### src/rtl/me_pkg.sv
// rtl/me_pkg.sv - shared types, defaults and helpers for the motion-estimation engine
package me_pkg;

  localparam int DEF_PIX_W   = 8;
  localparam int DEF_BLK     = 16;
  localparam int DEF_RANGE   = 8;
  localparam int DEF_MEM_LAT = 1;

  // Wide enough for the candidate index of any practical search range
  localparam int TAG_W = 16;

  typedef enum logic [1:0] {
    S_IDLE,
    S_RUN,
    S_DRAIN,
    S_DONE
  } me_state_e;

  // Metadata travelling alongside each outstanding memory read
  typedef struct packed {
    logic             valid;
    logic             first;
    logic             last;
    logic [TAG_W-1:0] tag;
  } pipe_ent_t;

  // A full block of maximum differences fits without overflow
  function automatic int sad_width(input int pix_w, input int blk);
    return pix_w + 2 * $clog2(blk);
  endfunction

endpackage

### src/rtl/me_sad_acc.sv
// rtl/me_sad_acc.sv - absolute-difference accumulator with early-termination compare
module me_sad_acc
  import me_pkg::*;
#(
  parameter int PIX_W = DEF_PIX_W,
  parameter int SAD_W = sad_width(DEF_PIX_W, DEF_BLK)
) (
  input  logic             clk_i,
  input  logic             rst_ni,
  input  logic             en_i,
  input  logic             first_i,
  input  logic [PIX_W-1:0] a_i,
  input  logic [PIX_W-1:0] b_i,
  input  logic [SAD_W-1:0] best_i,
  output logic [SAD_W-1:0] sum_o,
  output logic             ge_o
);

  logic [PIX_W:0]   absd;
  logic [SAD_W-1:0] sum_q;
  logic [SAD_W-1:0] sum_d;

  // Running sum including the current pixel; first pixel restarts the sum
  always_comb begin
    absd  = (a_i >= b_i) ? ({1'b0, a_i} - {1'b0, b_i}) : ({1'b0, b_i} - {1'b0, a_i});
    sum_d = first_i ? SAD_W'(absd) : sum_q + SAD_W'(absd);
    ge_o  = (sum_d >= best_i);
  end

  // Accumulator register, advanced only for accepted pixels
  always_ff @(posedge clk_i or negedge rst_ni) begin
    if (!rst_ni) begin
      sum_q <= '0;
    end else if (en_i) begin
      sum_q <= sum_d;
    end
  end

  assign sum_o = sum_q;

endmodule

### src/rtl/me_search_engine.sv
// rtl/me_search_engine.sv - full-search block-matching motion-estimation engine
module me_search_engine
  import me_pkg::*;
#(
  parameter int PIX_W   = DEF_PIX_W,
  parameter int BLK     = DEF_BLK,
  parameter int RANGE   = DEF_RANGE,
  parameter int MEM_LAT = DEF_MEM_LAT
) (
  input  logic                                          clk_i,
  input  logic                                          rst_ni,
  input  logic                                          start_i,
  input  logic                                          et_en_i,
  output logic [$clog2(BLK*BLK)-1:0]                    ref_addr_o,
  input  logic [PIX_W-1:0]                              ref_data_i,
  output logic [$clog2((BLK+2*RANGE)*(BLK+2*RANGE))-1:0] srch_addr_o,
  input  logic [PIX_W-1:0]                              srch_data_i,
  output logic                                          busy_o,
  output logic                                          res_valid_o,
  input  logic                                          res_ready_i,
  output logic signed [$clog2(RANGE):0]                 mv_x_o,
  output logic signed [$clog2(RANGE):0]                 mv_y_o,
  output logic [sad_width(PIX_W, BLK)-1:0]              best_sad_o
);

  localparam int WIN   = BLK + 2*RANGE;
  localparam int SAD_W = sad_width(PIX_W, BLK);
  localparam int MV_W  = $clog2(RANGE) + 1;
  localparam int LB    = $clog2(BLK);
  localparam int LR    = $clog2(2*RANGE);
  localparam int PX_W  = 2*LB;
  localparam int CD_W  = 2*LR;
  localparam int SA_W  = $clog2(WIN*WIN);
  localparam logic [PX_W-1:0] PX_LAST = PX_W'(BLK*BLK-1);
  localparam logic [CD_W-1:0] CD_LAST = CD_W'(4*RANGE*RANGE-1);

  me_state_e state_q, state_d;
  logic [PX_W-1:0]  px_q, px_d;
  logic [CD_W-1:0]  cand_q, cand_d;
  logic             et_q, et_d;
  logic [SAD_W-1:0] best_q;
  logic [CD_W-1:0]  best_tag_q, acc_tag_q;
  logic             sad_done_q, skip_vld_q;
  logic [TAG_W-1:0] skip_tag_q;
  logic [SAD_W-1:0] res_sad_q;
  logic signed [MV_W-1:0] res_mvx_q, res_mvy_q;
  pipe_ent_t        pipe_q [MEM_LAT];
  pipe_ent_t        issue, head;
  logic             pipe_busy, live, abort, acc_en, acc_ge, start_run, ld_res;
  logic [SAD_W-1:0] acc_sum;

  // Pixel index is {y, x} and candidate index is {dy+RANGE, dx+RANGE}
  assign ref_addr_o  = px_q;
  assign srch_addr_o = SA_W'((int'(px_q[PX_W-1:LB]) + int'(cand_q[CD_W-1:LR])) * WIN
                             + int'(px_q[LB-1:0]) + int'(cand_q[LR-1:0]));

  assign issue = '{valid: (state_q == S_RUN), first: (px_q == '0),
                   last: (px_q == PX_LAST), tag: TAG_W'(cand_q)};
  assign head  = pipe_q[MEM_LAT-1];

  // Entries of an aborted candidate still in flight are dropped by tag
  assign live   = head.valid && !(skip_vld_q && (head.tag == skip_tag_q));
  assign abort  = live && et_q && acc_ge;
  assign acc_en = live && !abort;

  // Any outstanding read keeps the drain phase alive
  always_comb begin
    pipe_busy = 1'b0;
    for (int i = 0; i < MEM_LAT; i++) pipe_busy = pipe_busy | pipe_q[i].valid;
  end

  me_sad_acc #(.PIX_W(PIX_W), .SAD_W(SAD_W)) u_acc (
    .clk_i   (clk_i),
    .rst_ni  (rst_ni),
    .en_i    (acc_en),
    .first_i (head.first),
    .a_i     (ref_data_i),
    .b_i     (srch_data_i),
    .best_i  (best_q),
    .sum_o   (acc_sum),
    .ge_o    (acc_ge)
  );

  // State register
  always_ff @(posedge clk_i or negedge rst_ni) begin
    if (!rst_ni) state_q <= S_IDLE;
    else         state_q <= state_d;
  end

  // Next state, scan counters and control strobes
  always_comb begin
    state_d   = state_q;
    px_d      = px_q;
    cand_d    = cand_q;
    et_d      = et_q;
    start_run = 1'b0;
    ld_res    = 1'b0;
    unique case (state_q)
      S_IDLE: begin
        if (start_i) begin
          state_d   = S_RUN;
          px_d      = '0;
          cand_d    = '0;
          et_d      = et_en_i;
          start_run = 1'b1;
        end
      end
      S_RUN: begin
        if (abort && (head.tag == TAG_W'(cand_q))) begin
          if (cand_q == CD_LAST) state_d = S_DRAIN;
          else begin
            cand_d = cand_q + 1'b1;
            px_d   = '0;
          end
        end else if (px_q == PX_LAST) begin
          if (cand_q == CD_LAST) state_d = S_DRAIN;
          else begin
            cand_d = cand_q + 1'b1;
            px_d   = '0;
          end
        end else begin
          px_d = px_q + 1'b1;
        end
      end
      S_DRAIN: begin
        if (!pipe_busy && !sad_done_q) begin
          state_d = S_DONE;
          ld_res  = 1'b1;
        end
      end
      S_DONE: begin
        if (res_ready_i) state_d = S_IDLE;
      end
      default: state_d = S_IDLE;
    endcase
  end

  // Read-latency shift register for pixel metadata
  always_ff @(posedge clk_i or negedge rst_ni) begin
    if (!rst_ni) begin
      for (int i = 0; i < MEM_LAT; i++) pipe_q[i] <= '0;
    end else begin
      pipe_q[0] <= issue;
      for (int i = 1; i < MEM_LAT; i++) pipe_q[i] <= pipe_q[i-1];
    end
  end

  // Scan progress, best-candidate tracking and result capture
  always_ff @(posedge clk_i or negedge rst_ni) begin
    if (!rst_ni) begin
      px_q       <= '0;
      cand_q     <= '0;
      et_q       <= 1'b0;
      best_q     <= '1;
      best_tag_q <= '0;
      acc_tag_q  <= '0;
      sad_done_q <= 1'b0;
      skip_vld_q <= 1'b0;
      skip_tag_q <= '0;
      res_sad_q  <= '0;
      res_mvx_q  <= '0;
      res_mvy_q  <= '0;
    end else begin
      px_q       <= px_d;
      cand_q     <= cand_d;
      et_q       <= et_d;
      sad_done_q <= acc_en && head.last;
      if (acc_en && head.last) acc_tag_q <= head.tag[CD_W-1:0];
      if (start_run) begin
        best_q     <= '1;
        best_tag_q <= '0;
        skip_vld_q <= 1'b0;
      end else begin
        // Strict less-than keeps the earliest candidate on ties
        if (sad_done_q && (acc_sum < best_q)) begin
          best_q     <= acc_sum;
          best_tag_q <= acc_tag_q;
        end
        if (abort) begin
          skip_vld_q <= 1'b1;
          skip_tag_q <= head.tag;
        end
      end
      if (ld_res) begin
        res_sad_q <= best_q;
        res_mvx_q <= $signed(best_tag_q[LR-1:0] - LR'(RANGE));
        res_mvy_q <= $signed(best_tag_q[CD_W-1:LR] - LR'(RANGE));
      end
    end
  end

  assign busy_o      = (state_q == S_RUN) || (state_q == S_DRAIN);
  assign res_valid_o = (state_q == S_DONE);
  assign mv_x_o      = res_mvx_q;
  assign mv_y_o      = res_mvy_q;
  assign best_sad_o  = res_sad_q;

endmodule

### config.mk
export PLATFORM = sky130hd
export DESIGN_NAME = me_search_engine
export DESIGN_NICKNAME = d
export VERILOG_FILES = /design/src/rtl/me_pkg.sv /design/src/rtl/me_sad_acc.sv /design/src/rtl/me_search_engine.sv
export SDC_FILE = /design/constraint.sdc
export NUM_CORES = 1
export LEC_CHECK = 0
export ABC_AREA = 0
export CORE_MARGIN = 4
export CORE_UTILIZATION = 59
export DETAILED_ROUTE_END_ITERATION = 12
export GPL_TIMING_DRIVEN = 0
export PLACE_DENSITY = 0.81
export SLEW_MARGIN = 25
export SYNTH_ARGS = -nofsm -noshare
export SYNTH_HDL_FRONTEND = slang
export SYNTH_SLANG_ARGS = --single-unit
### constraint.sdc
create_clock -name clk_i -period 6.28 [get_ports clk_i]
set_input_delay 1.256 -clock clk_i [delete_from_list [all_inputs] [get_ports clk_i]]
set_output_delay 1.256 -clock clk_i [all_outputs]
set_load 0.005 [all_outputs]
* After elaboration in Yosys (flattened, before gate mapping)
Cells that the tools add are included.
** Storage, ports and cells
- Register bits after elaboration :: 112
- Input bits :: 21
- Output and inout port bits :: 44
- Word-level logic and storage cells :: 95
** Operators by class
- $add $sub $neg :: 10
- Magnitude comparators :: 3
- Equality and inequality tests :: 11
- Muxes and demuxes :: 28
- Bitwise gates (word level) :: 1
- Reductions and logical operators :: 24
** Operators by type and width (count)
- two-way mux 8 bit :: 9
- two-way mux 16 bit :: 3
- case mux 8 bit (2 select lines) :: 2
- adder 10 x 4 -> 10 bit :: 2
- subtractor 8 x 8 -> 9 bit :: 2
- adder 16 x 9 -> 16 bit :: 1
- adder 8 x 1 -> 8 bit, second input constant :: 2
- equality test 8 bit :: 2
- equality test 8 bit, second input constant :: 2
- >= comparator 16 bit :: 1
- < comparator 16 bit :: 1
- two-way mux 2 bit :: 6
- logical AND 1 bit :: 9
- two-way mux 9 bit :: 1
- >= comparator 8 bit :: 1
- zero test 8 bit :: 1
- case mux 2 bit (4 select lines) :: 1
- subtractor 4 bit, second input constant :: 2
- two-way mux 1 bit :: 6
- AND reduction 2 bit :: 3
- nonzero test 2 bit :: 3
- adder 4 x 4 -> 5 bit :: 1
- equality test 2 bit, second input constant :: 2
- zero test 1 bit :: 4
- 9 further kinds :: 10

* Longest topological paths before layout
Gate-level depths: netlist of the first run.
- Depth after elaboration :: 9
- Depth in mapped cells :: 27

* Hierarchy
A second synthesis of the first run with hierarchy kept.
** Unflattened totals
- Cells, all modules :: 835
- Area total of the unflattened synthesis :: 7746.2 um^2
** Modules (own cells, without submodules)
- me_search_engine :: instances 1, cells each 486, area an instance 5009.8 um^2
- me_sad_acc :: instances 1, cells each 349, area an instance 2736.4 um^2

* Least setup slack after synthesis of the first run
No wires, ideal clock.
- Kind :: input-to-reg
- From :: input ref_data_i[4]
- To :: register skip_tag_q[0]
- Arrival time :: 6.561 ns
- Data required time :: 6.155 ns
- Path slack :: -0.405 ns
- Stages :: 23
- Path through :: inv_1 -> ha_1 -> a211oi_1 -> o21bai_1 -> a221oi_2 -> buf_6 -> mux2i_1 -> inv_1 -> fa_1 -> a21oi_1 -> o21ai_0 -> a2111oi_0 -> o31ai_1 -> nand3_1 -> xor2_1 -> nor2_1 -> ha_1 -> and4_1 -> nand4_1 -> o41ai_4 -> nor3_2 -> nor4_4 -> mux2_2
** On the way
- Cells in the longest elaborated chain, start to end :: 7
- Elaborated cells on any way between the ends :: 9
** Ends and longest elaborated chain
- from (decl) :: RTL line me_search_engine.sv:15 : input logic [PIX_W-1:0] ref_data_i,
- subtractor 8 x 8 -> 9 bit or >= comparator 8 bit (tied branches) :: RTL line me_sad_acc.sv:25 : absd = (a_i >= b_i) ? ({1'b0, a_i} - {1'b0, b_i}) : ({1'b0, b_i} - {1'b0, a_i});
- two-way mux 9 bit * :: RTL line me_sad_acc.sv:25
- adder 16 x 9 -> 16 bit * :: RTL line me_sad_acc.sv:26 : sum_d = first_i ? SAD_W'(absd) : sum_q + SAD_W'(absd);
- two-way mux 16 bit * :: RTL line me_sad_acc.sv:26
- named net u_acc.sum_d[12] :: RTL line me_sad_acc.sv:21 : logic [SAD_W-1:0] sum_d;
- >= comparator 16 bit * :: RTL line me_sad_acc.sv:27 : ge_o = (sum_d >= best_i);
- logical AND 1 bit * :: RTL line me_search_engine.sv:63 : assign abort = live && et_q && acc_ge;
- AND reduction 2 bit (no line) *
- to (signal assigned) :: RTL line me_search_engine.sv:181 : skip_tag_q <= head.tag;
- to (decl) :: RTL line me_search_engine.sv:44 : logic [TAG_W-1:0] skip_tag_q;
The timed path passes the listed nets; every way through them passes the cells marked *.
A chain may end at the register's enable or synchronous reset.

* Final worst setup path of the first run
- From :: input ref_data_i[4]
- To :: register u_acc.sum_q[13], in the netlist u_acc.sum_o[13]
** On the way
- Cells in the longest elaborated chain, start to end :: 8
- Elaborated cells on any way between the ends :: 10
** Ends and longest elaborated chain
- subtractor 8 x 8 -> 9 bit or >= comparator 8 bit (tied branches) :: RTL line me_sad_acc.sv:25
- two-way mux 9 bit * :: RTL line me_sad_acc.sv:25
- adder 16 x 9 -> 16 bit :: RTL line me_sad_acc.sv:26
- two-way mux 16 bit * :: RTL line me_sad_acc.sv:26
- named net u_acc.sum_d[8] :: RTL line me_sad_acc.sv:21
- >= comparator 16 bit * :: RTL line me_sad_acc.sv:27
- logical AND 1 bit * :: RTL line me_search_engine.sv:63
- zero test 1 bit * :: RTL line me_search_engine.sv:64 : assign acc_en = live && !abort;
- logical AND 1 bit * :: RTL line me_search_engine.sv:64
- to (signal assigned) :: RTL line me_sad_acc.sv:35 : sum_q <= sum_d;
- to (decl) :: RTL line me_sad_acc.sv:20 : logic [SAD_W-1:0] sum_q;
Marked as above.

==> results of run 1 <==
-- stage by stage --
stage / TNS, ns / util [%] / area (µm²)
floorplan: 0 / - / 7465
global placement: -79.24 / 68.66 / 8315
detailed placement: -63.74 / 68.89 / 8344
CTS: -0.2677 / 75.54 / 9149
global route: -14.52 / 78.89 / 9555
finish: -4.812 / 78.89 / 9555
-- registers in the layout, indices dropped and copies added, names as in the netlist --
register     cells
acc_tag_q        8
best_q          16
best_sad_o      16
best_tag_q       8
cand_q           8
et_q             1
head            10
mv_x_o           4
mv_y_o           4
pipe_busy        1
ref_addr_o       8
sad_done_q       1
skip_tag_q       8
skip_vld_q       1
state_q          2
u_acc.sum_o     16
-- layout by cell type (no fill, tap or decap), types with 9 or more instances in the layout --
master                             n
sky130_fd_sc_hd__dfstp_2          16
sky130_fd_sc_hd__xor2_1           13
sky130_fd_sc_hd__nor4_1           12
sky130_fd_sc_hd__nor2b_1          12
sky130_fd_sc_hd__inv_2            11
sky130_fd_sc_hd__ha_4             13
sky130_fd_sc_hd__mux2_4           22
sky130_fd_sc_hd__nand3_1          47
sky130_fd_sc_hd__inv_1            50
sky130_fd_sc_hd__buf_4            37
sky130_fd_sc_hd__clkdlybuf4s50_1  47
sky130_fd_sc_hd__a21oi_1          24
sky130_fd_sc_hd__mux2_2            9
sky130_fd_sc_hd__ha_1             54
sky130_fd_sc_hd__nor2_1           30
sky130_fd_sc_hd__clkbuf_16         9
sky130_fd_sc_hd__xnor2_1          24
sky130_fd_sc_hd__nand2_1          65
sky130_fd_sc_hd__dfrtp_1          96
sky130_fd_sc_hd__nand4_1           9
sky130_fd_sc_hd__o21ai_0          58
sky130_fd_sc_hd__a21o_1           14
sky130_fd_sc_hd__clkbuf_1         22
-- cells by family after synthesis --
family                   count (synthesis)
buffers and inverters                   89
AND/OR/NAND/NOR                        229
flip-flops                             112
AO/OA/AOI/OAI                          180
multiplexers                            38
XOR/XNOR                                39
adder cells (fa/ha/maj)                 76
-- power by group --
group / total, mW / switching (mW) / internal [mW]
combinational: 1.17 / 0.579 / 0.589
clock: 0.693 / 0.293 / 0.400
sequential: 0.873 / 0.0969 / 0.777
-- timing repair --
| action | 4_1_cts | 5_1_grt |
|---|---|---|
| buffers inserted | 29 | 14 |
| pin swaps | 41 | 37 |
| gates resized for setup | 113 | 72 |
| endpoints found under the setup margin | 52 | 51 |
| gates cloned | 2 | 0 |
-- per-layer routing --
metal  global-route usage (%)  up-vias
met5                        0        -
met4                    9.592        0
met3                    5.176       50
met2                    49.08      191
met1                    36.74     3203
li1                         -     2957
-- layout make-up --
type / instances / share of cell area, %
Tap cell: 168 / 2.200
Multi-Input combinational cell: 562 / 49.88
Clock inverter: 7 / 1.480
Timing Repair Buffer: 109 / 10.78
Sequential cell: 112 / 29.54
Inverter: 63 / 2.580
Buffer: 25 / 1.192
Clock buffer: 9 / 2.357
-- path summary, 6_finish.rpt --
check / startpoint / end / slack, ns / cells after the start
max: ref_data_i[4] / u_acc.sum_o[13]$_DFFE_PN0P_ / -0.19 / 27
min: cand_q[3]$_DFFE_PN0P_ / head[3]$_DFF_PN0_ / 0.43 / 0
max reg2reg: u_acc.sum_o[0]$_DFFE_PN0P_ / u_acc.sum_o[13]$_DFFE_PN0P_ / 1.66 / 18
min reg2reg: cand_q[3]$_DFFE_PN0P_ / head[3]$_DFF_PN0_ / 0.43 / 0
max in group asynchronous: rst_ni / best_q[15]$_DFFE_PN1P_ / 4.76 / 2
min in group asynchronous: rst_ni / u_acc.sum_o[4]$_DFFE_PN0P_ / 0.80 / 1
==> results.tsv, run 1 <==
stage	metric	value	unit
logic_synthesis	synth_area_leaders	sky130_fd_sc_hd__dfrtp_1 33%, sky130_fd_sc_hd__ha_1 12%, sky130_fd_sc_hd__dfstp_2 5.7%	
finish	final_layout_size_suffix_gt1_share	25.93	%
worst_setup_path	timing.critical_path.max_delay_family	compound AO/OA/AOI/OAI gates	
clock_network	cts_tree	done	
logic_synthesis	most_frequent_cell_after_synthesis	sky130_fd_sc_hd__dfrtp_1	
logic_synthesis	yosys.area_share.adder	13.48	%
die	ios	65	
sta	timing.hold.ws	0.4323	ns
logic_synthesis	synthesis.nets	860	
die	floorplan.core_area	0.01211	mm²
finish	regArea	0.002823	mm²
logic_synthesis	synth_sequential_area_ratio	38.50	%
routing	routed_wirelength	20520	µm
sta	finalCritPeriodShare	103.0	%
run	max_cap_violations	0	
placement	pre_cts_ws	-1.391	ns
grt	overflow	0	
worst_setup_path	critical_path_arrival	6.71	ns
logic_synthesis	syn_avg_cell_area	9.608	µm²
power_and_ir_drop	power_density	286.2	mW/mm²
sta	period_minus_slack	6.466	ns
logic_synthesis	ys.warnings.count	0	
sta	finClkSkew	0.009897	ns
grt	grt_antenna_before_repair	0	
logic_synthesis	ys_seq_elements	112	
placement	dpl.hpwl	14270	µm
placement	routability_driven_placement_congestion_ratio	0.8992	
die	die_h	119.5	µm
logic_synthesis	main_combinational_cell_family_by_area_after_synthesis	compound AO/OA/AOI/OAI gates	
logic_synthesis	synth_compound_gate_area_share	17.26	%
logic_synthesis	post_synth_and_or_nand_nor_area_fraction	15.57	%
placement	port-buffer-count	64	
logic_synthesis	synth-edff-count	0	
sta	rsz_0062_raised_after_global_routing	yes	
clock_network	clk_path_buf_depth	2	
logic_synthesis	netlist_area	0.007331	mm²
worst_setup_path	critical_path_buf_inv_count	7	
logic_synthesis	synth-xor-area-share	4.659	%
die	area_enclosed_by_the_die_boundary	0.01427	mm²
logic_synthesis	gate_count_after_technology_mapping	763	
routing	met1_length	8531	µm
logic_synthesis	yosysUniqueCellTypes	69	
sta	report.final.slew_viol_count	0	
worst_setup_path	crit_path_top_delay_cell	sky130_fd_sc_hd__a2111oi_4	
finish	area_of_the_multi_input_gates	0.004766	mm²
routing	detailroute.via_count	6401	
routing	route.detailed.vias_per_inst	6.067	
logic_synthesis	postSynth.topFlopCell	sky130_fd_sc_hd__dfrtp_1	
routing	topRoutingLayerUsed	met4	
clock_network	cts_num_sinks	112	
sta	finalSetupViolCount	48	
logic_synthesis	synthMuxAreaShare	5.718	%
grt	first_global_vias	6582	
grt	grt_first_pass_wirelength	33060	µm
sta	timing.final.hold_violations	0	
routing	drt_first_pass_iters	5	
worst_setup_path	setup.worst_path.class	input pin to register	
clock_network	clkSlewWorstSetupHoldPaths	0.08	ns
die	chipWidth	119.5	µm
min_path	worst_hold_path_type	register to register	
routing	wl_met3	1039	µm
routing	dr_wl_met2	10400	µm
power_and_ir_drop	report.power.total	2.735	mW
logic_synthesis	postSynth.asyncResetShare	100.0	%
power_and_ir_drop	vdd.ir_drop.worst	0.0002722	V
sta	max_freq	154.6	MHz
routing	detail_route.drc_violations	0	
die	initial_core_util	60.53	%
logic_synthesis	post-synth-top-area-cell	sky130_fd_sc_hd__dfrtp_1	
clock_network	cts.htree.levels	3	
logic_synthesis	ys_top_cells_by_count	96 x sky130_fd_sc_hd__dfrtp_1, 71 x sky130_fd_sc_hd__ha_1, 70 x sky130_fd_sc_hd__nand2_1, 65 x sky130_fd_sc_hd__o21ai_0, 62 x sky130_fd_sc_hd__inv_1	
worst_setup_path	timing.critical_path.to_type	register	
routing	drt-initial-drc-count	507	
sta	postLayoutSetupSlackWorst	-0.1865	ns
clock_network	cts_made_buffers	9	
outcome	outcome	complete, but fails checks	
routing	post_drt_wl_per_cell	19.45	µm
logic_synthesis	yosysTopAreaCellShare	32.77	%
worst_setup_path	timing.critical_path.required	6.52	ns
outcome	violations_in_the_final_reports	setup timing	
worst_setup_path	cp_max_fo	5	
die	rows	40	
clock_network	post_cts_hold_buffer_count	0	
grt	grt_max_degree	77	
finish	antenna_cells_inserted	0	
clock_network	root_buffer	sky130_fd_sc_hd__clkbuf_16	
grt	grt_use_total	28.67	%
finish	finish.cell_count_without_fillers	1055	
power_and_ir_drop	p_leak	4.444	nW
finish	layout.nets	979	
worst_setup_path	critical_path.max_stage_delay	0.44	ns
finish	layout-area-overhead-vs-synth	30.35	%
clock_network	source_to_sink_clock_delay_at_the_later_pin_of_the_worst_skew_pair	0.36	ns
routing	antenna_violating_nets_post_route	0	
sta	timing.slew.headroom	39.03	%
finish	fillers	799	
sta	timing_worst_slew_pin_value	0.9068	ns
worst_setup_path	worst_setup_path_start_kind	input pin	
placement	post-place-cells	996	
(Power assumes the default switching activity.)
==> run 2, diff against run 1 <==
- CELL_PAD_IN_SITES_DETAIL_PLACEMENT: default -> 1
- CELL_PAD_IN_SITES_GLOBAL_PLACEMENT: default -> 2
- CORE_UTILIZATION: 59 -> 37
- CTS_BUF_LIST: default -> sky130_fd_sc_hd__clkbuf_8 sky130_fd_sc_hd__clkbuf_16
- CTS_CLUSTER_DIAMETER: default -> 200
- PLACE_DENSITY: 0.81 -> default
- PLACE_DENSITY_LB_ADDON: default -> 0.1
==> run 2 against run 1 <==
The run still ends with setup timing left. Power shrank 0.72%. Clock skew grew 0.012 ns. Worst setup slack lost 0.053 ns. Core utilization shrank 29 points. Critical path depth is the same. Fmax shrank 0.81%. Register-to-register slack lost 0.03 ns. Combinational power grew 8%. Clock power shrank 16%. Routed wire length grew 9.2%. Critical endpoint is now cand_q[7]$_DFFE_PN0P_. Highest routed layer unchanged.
==> results.tsv, run 2 (synthesis gave the netlist of run 1 again) <==
stage	metric	value	unit	change
worst_setup_path	crit_path_top_delay_cell	sky130_fd_sc_hd__ha_1		was sky130_fd_sc_hd__a2111oi_4
die	area_enclosed_by_the_die_boundary	0.02213	mm²	was 0.01427 mm²
sta	timing.setup.tns	-6.498	ns	was -4.812 ns
worst_setup_path	critical_path.max_stage_delay	0.35	ns	was 0.44 ns
min_path	hold_path_depth	0		unchanged
grt	grt_max_degree	76		was 77
routing	detailroute.via_count	6323		was 6,401
finish	mostFrequentLayoutCell	sky130_fd_sc_hd__dfrtp_1		unchanged
power_and_ir_drop	power_switching_share	37.66	%	was 35.43%
placement	routability_driven_placement_congestion_ratio	0.8120		was 0.8992
placement	port-buffer-count	64		unchanged
die	initial_core_util	37.67	%	was 60.53%
worst_setup_path	cp_max_fo	8		was 5
sta	finalCritPeriodShare	103.8	%	was 103.0%
power_and_ir_drop	power.share.sequential	32.2	%	was 31.9%
grt	overflow	0		unchanged
die	chipWidth	148.8	µm	was 119.5 µm
finish	layout.nets	997		was 979
power_and_ir_drop	switching_power	1.022	mW	was 0.9687 mW
sta	timing.slew.headroom	45.30	%	was 39.03%
finish	fillers	2174		was 799
grt	grt_use_total	20.54	%	was 28.67%
sta	timing_worst_slew_pin_value	0.8136	ns	was 0.9068 ns
clock_network	root_buffer	sky130_fd_sc_hd__clkbuf_16		unchanged
grt	first_global_vias	6900		was 6,582
sta	postLayoutSetupSlackWorst	-0.2391	ns	was -0.1865 ns
finish	antenna_cells_inserted	0		unchanged
routing	route.detailed.vias_per_inst	5.404		was 6.067
worst_setup_path	worst_reg2reg_path_length_in_cells	19		was 18
worst_setup_path	worst-path-stages	27		unchanged
worst_setup_path	timing.critical_path.max_delay_family	compound AO/OA/AOI/OAI gates		unchanged
clock_network	cts_tree	done		unchanged
clock_network	cts_made_buffers	9		unchanged
die	die_h	148.8	µm	was 119.5 µm
finish	final_layout_size_suffix_gt1_share	27.40	%	was 25.93%
routing	detail_route.drc_violations	0		unchanged
grt	grt_first_pass_wirelength	36420	µm	was 33,060 µm
outcome	violations_in_the_final_reports	setup timing		unchanged
die	floorplan.core_area	0.01946	mm²	was 0.01211 mm²
finish	final_cell_mix	96 x sky130_fd_sc_hd__dfrtp_1, 64 x sky130_fd_sc_hd__nand2_1, 58 x sky130_fd_sc_hd__o21ai_0, 56 x sky130_fd_sc_hd__ha_1, 53 x sky130_fd_sc_hd__buf_4		was 96 x sky130_fd_sc_hd__dfrtp_1, 65 x sky130_fd_sc_hd__nand2_1, 58 x sky130_fd_sc_hd__o21ai_0, 54 x sky130_fd_sc_hd__ha_1, 50 x sky130_fd_sc_hd__inv_1
grt	grt_antenna_before_repair	0		unchanged
worst_setup_path	setup.worst_path.class	input pin to register		unchanged
clock_network	cts.htree.levels	3		unchanged
worst_setup_path	timing.critical_path.to_type	register		unchanged
routing	post_drt_wl_per_cell	19.16	µm	was 19.45 µm
clock_network	source_to_sink_clock_delay_at_the_later_pin_of_the_worst_skew_pair	0.37	ns	was 0.36 ns
outcome	outcome	complete, but fails checks		unchanged
power_and_ir_drop	internal_power	1.692	mW	was 1.766 mW
routing	drt-initial-drc-count	256		was 507
clock_network	post_cts_hold_buffer_count	0		unchanged
die	rows	51		was 40
worst_setup_path	timing.critical_path.required	6.53	ns	was 6.52 ns
run	max_cap_violations	0		unchanged
worst_setup_path	critical_path_arrival	6.77	ns	was 6.71 ns
power_and_ir_drop	power_density	278.3	mW/mm²	was 286.2 mW/mm²
placement	dpl.hpwl	16330	µm	was 14,270 µm
worst_setup_path	worst_setup_path_start_kind	input pin		unchanged
finish	layout-area-overhead-vs-synth	33.08	%	was 30.35%
sta	finClkSkew	0.02169	ns	was 0.009897 ns
sta	max_freq	153.4	MHz	was 154.6 MHz
sta	timing.hold.ws	0.4426	ns	was 0.4323 ns
sta	finalSetupViolCount	43		was 48
routing	antenna_violating_nets_post_route	0		unchanged
sta	timing.final.hold_violations	0		unchanged
power_and_ir_drop	p_comb_share	46.3	%	was 42.7%
power_and_ir_drop	vdd.ir_drop.worst	0.0001705	V	was 0.0002722 V
power_and_ir_drop	clock_power_share	21.5	%	was 25.3%
clock_network	clkSlewWorstSetupHoldPaths	0.08	ns	about the same
clock_network	cts_num_sinks	112		unchanged
min_path	worst_hold_path_type	register to register		unchanged
sta	report.final.slew_viol_count	0		unchanged
routing	drt_first_pass_iters	4		was 5
routing	routed_wirelength	22410	µm	was 20,520 µm
sta	period_minus_slack	6.519	ns	was 6.466 ns
clock_network	clk_path_buf_depth	2		unchanged
power_and_ir_drop	p_leak	4.486	nW	was 4.444 nW
worst_setup_path	critical_path_buf_inv_count	5		was 7
sta	rsz_0062_raised_after_global_routing	yes		unchanged
die	ios	65		unchanged
-- run 2: worst paths after layout --
check,startpoint,to,slack (ns)
max,ref_data_i[5],cand_q[7]$_DFFE_PN0P_,-0.24
min,cand_q[3]$_DFFE_PN0P_,head[3]$_DFF_PN0_,0.44
max reg2reg,u_acc.sum_o[0]$_DFFE_PN0P_,cand_q[7]$_DFFE_PN0P_,1.63
min reg2reg,cand_q[3]$_DFFE_PN0P_,head[3]$_DFF_PN0_,0.44
max in group asynchronous,rst_ni,best_q[5]$_DFFE_PN1P_,4.79
min in group asynchronous,rst_ni,ref_addr_o[3]$_DFFE_PN0P_,0.77
-- run 2: timing repair --
item                       CTS  global route
setup endpoints to repair   52            52
pin swaps                   47            45
resized for setup          128            62
gates cloned                 1             0
buffers inserted            46            17
-- run 2: power by group through the flow --
stage	clock network, mW	logic, mW	registers (mW)
global route	0.631	1.38	0.883
detailed placement	0	0.957	0.881
global placement	0	0.910	0.879
finish	0.584	1.26	0.875
CTS	0.597	1.09	0.870
floorplan	0	0.741	0.842
-- run 2: area by class of cell --
type	instances	area, µm²	share of cell area (%)
inverter	63	244.0	2.501
tap	265	331.6	3.399
multi-input combinational	562	4793	49.13
sequential	112	2823	28.93
clock buffer	10	239.0	2.450
timing repair buffer	126	1146	11.75
clock inverter	6	53.80	0.5515
buffer	26	125.1	1.283
-- run 2: per-layer routing --
layer | part of all wire [%] | GRT usage, % | vias up
met5 | 0 | 0 | -
met4 | 1.3 | 4.943 | 0
met3 | 2.4 | 2.978 | 22
met2 | 52 | 36.44 | 79
met1 | 44 | 26.51 | 3230
li1 | - | - | 2992
-- run 2: per-stage QoR --
stage | power [mW] | util [%] | setup slack (ns) | instances | cell area (µm²)
2_1_floorplan | 1.582 | - | 0.004479 | 763 | 7465
3_3_place_gp | 1.789 | 43.35 | -1.318 | 1092 | 8437
3_5_place_dp | 1.838 | 43.52 | -1.414 | 1093 | 8469
4_1_cts | 2.560 | 48.27 | -0.09400 | 1156 | 9395
5_1_grt | 2.890 | 50.13 | -0.4295 | 1170 | 9756
6_report | 2.715 | 50.13 | -0.2391 | 1170 | 9756
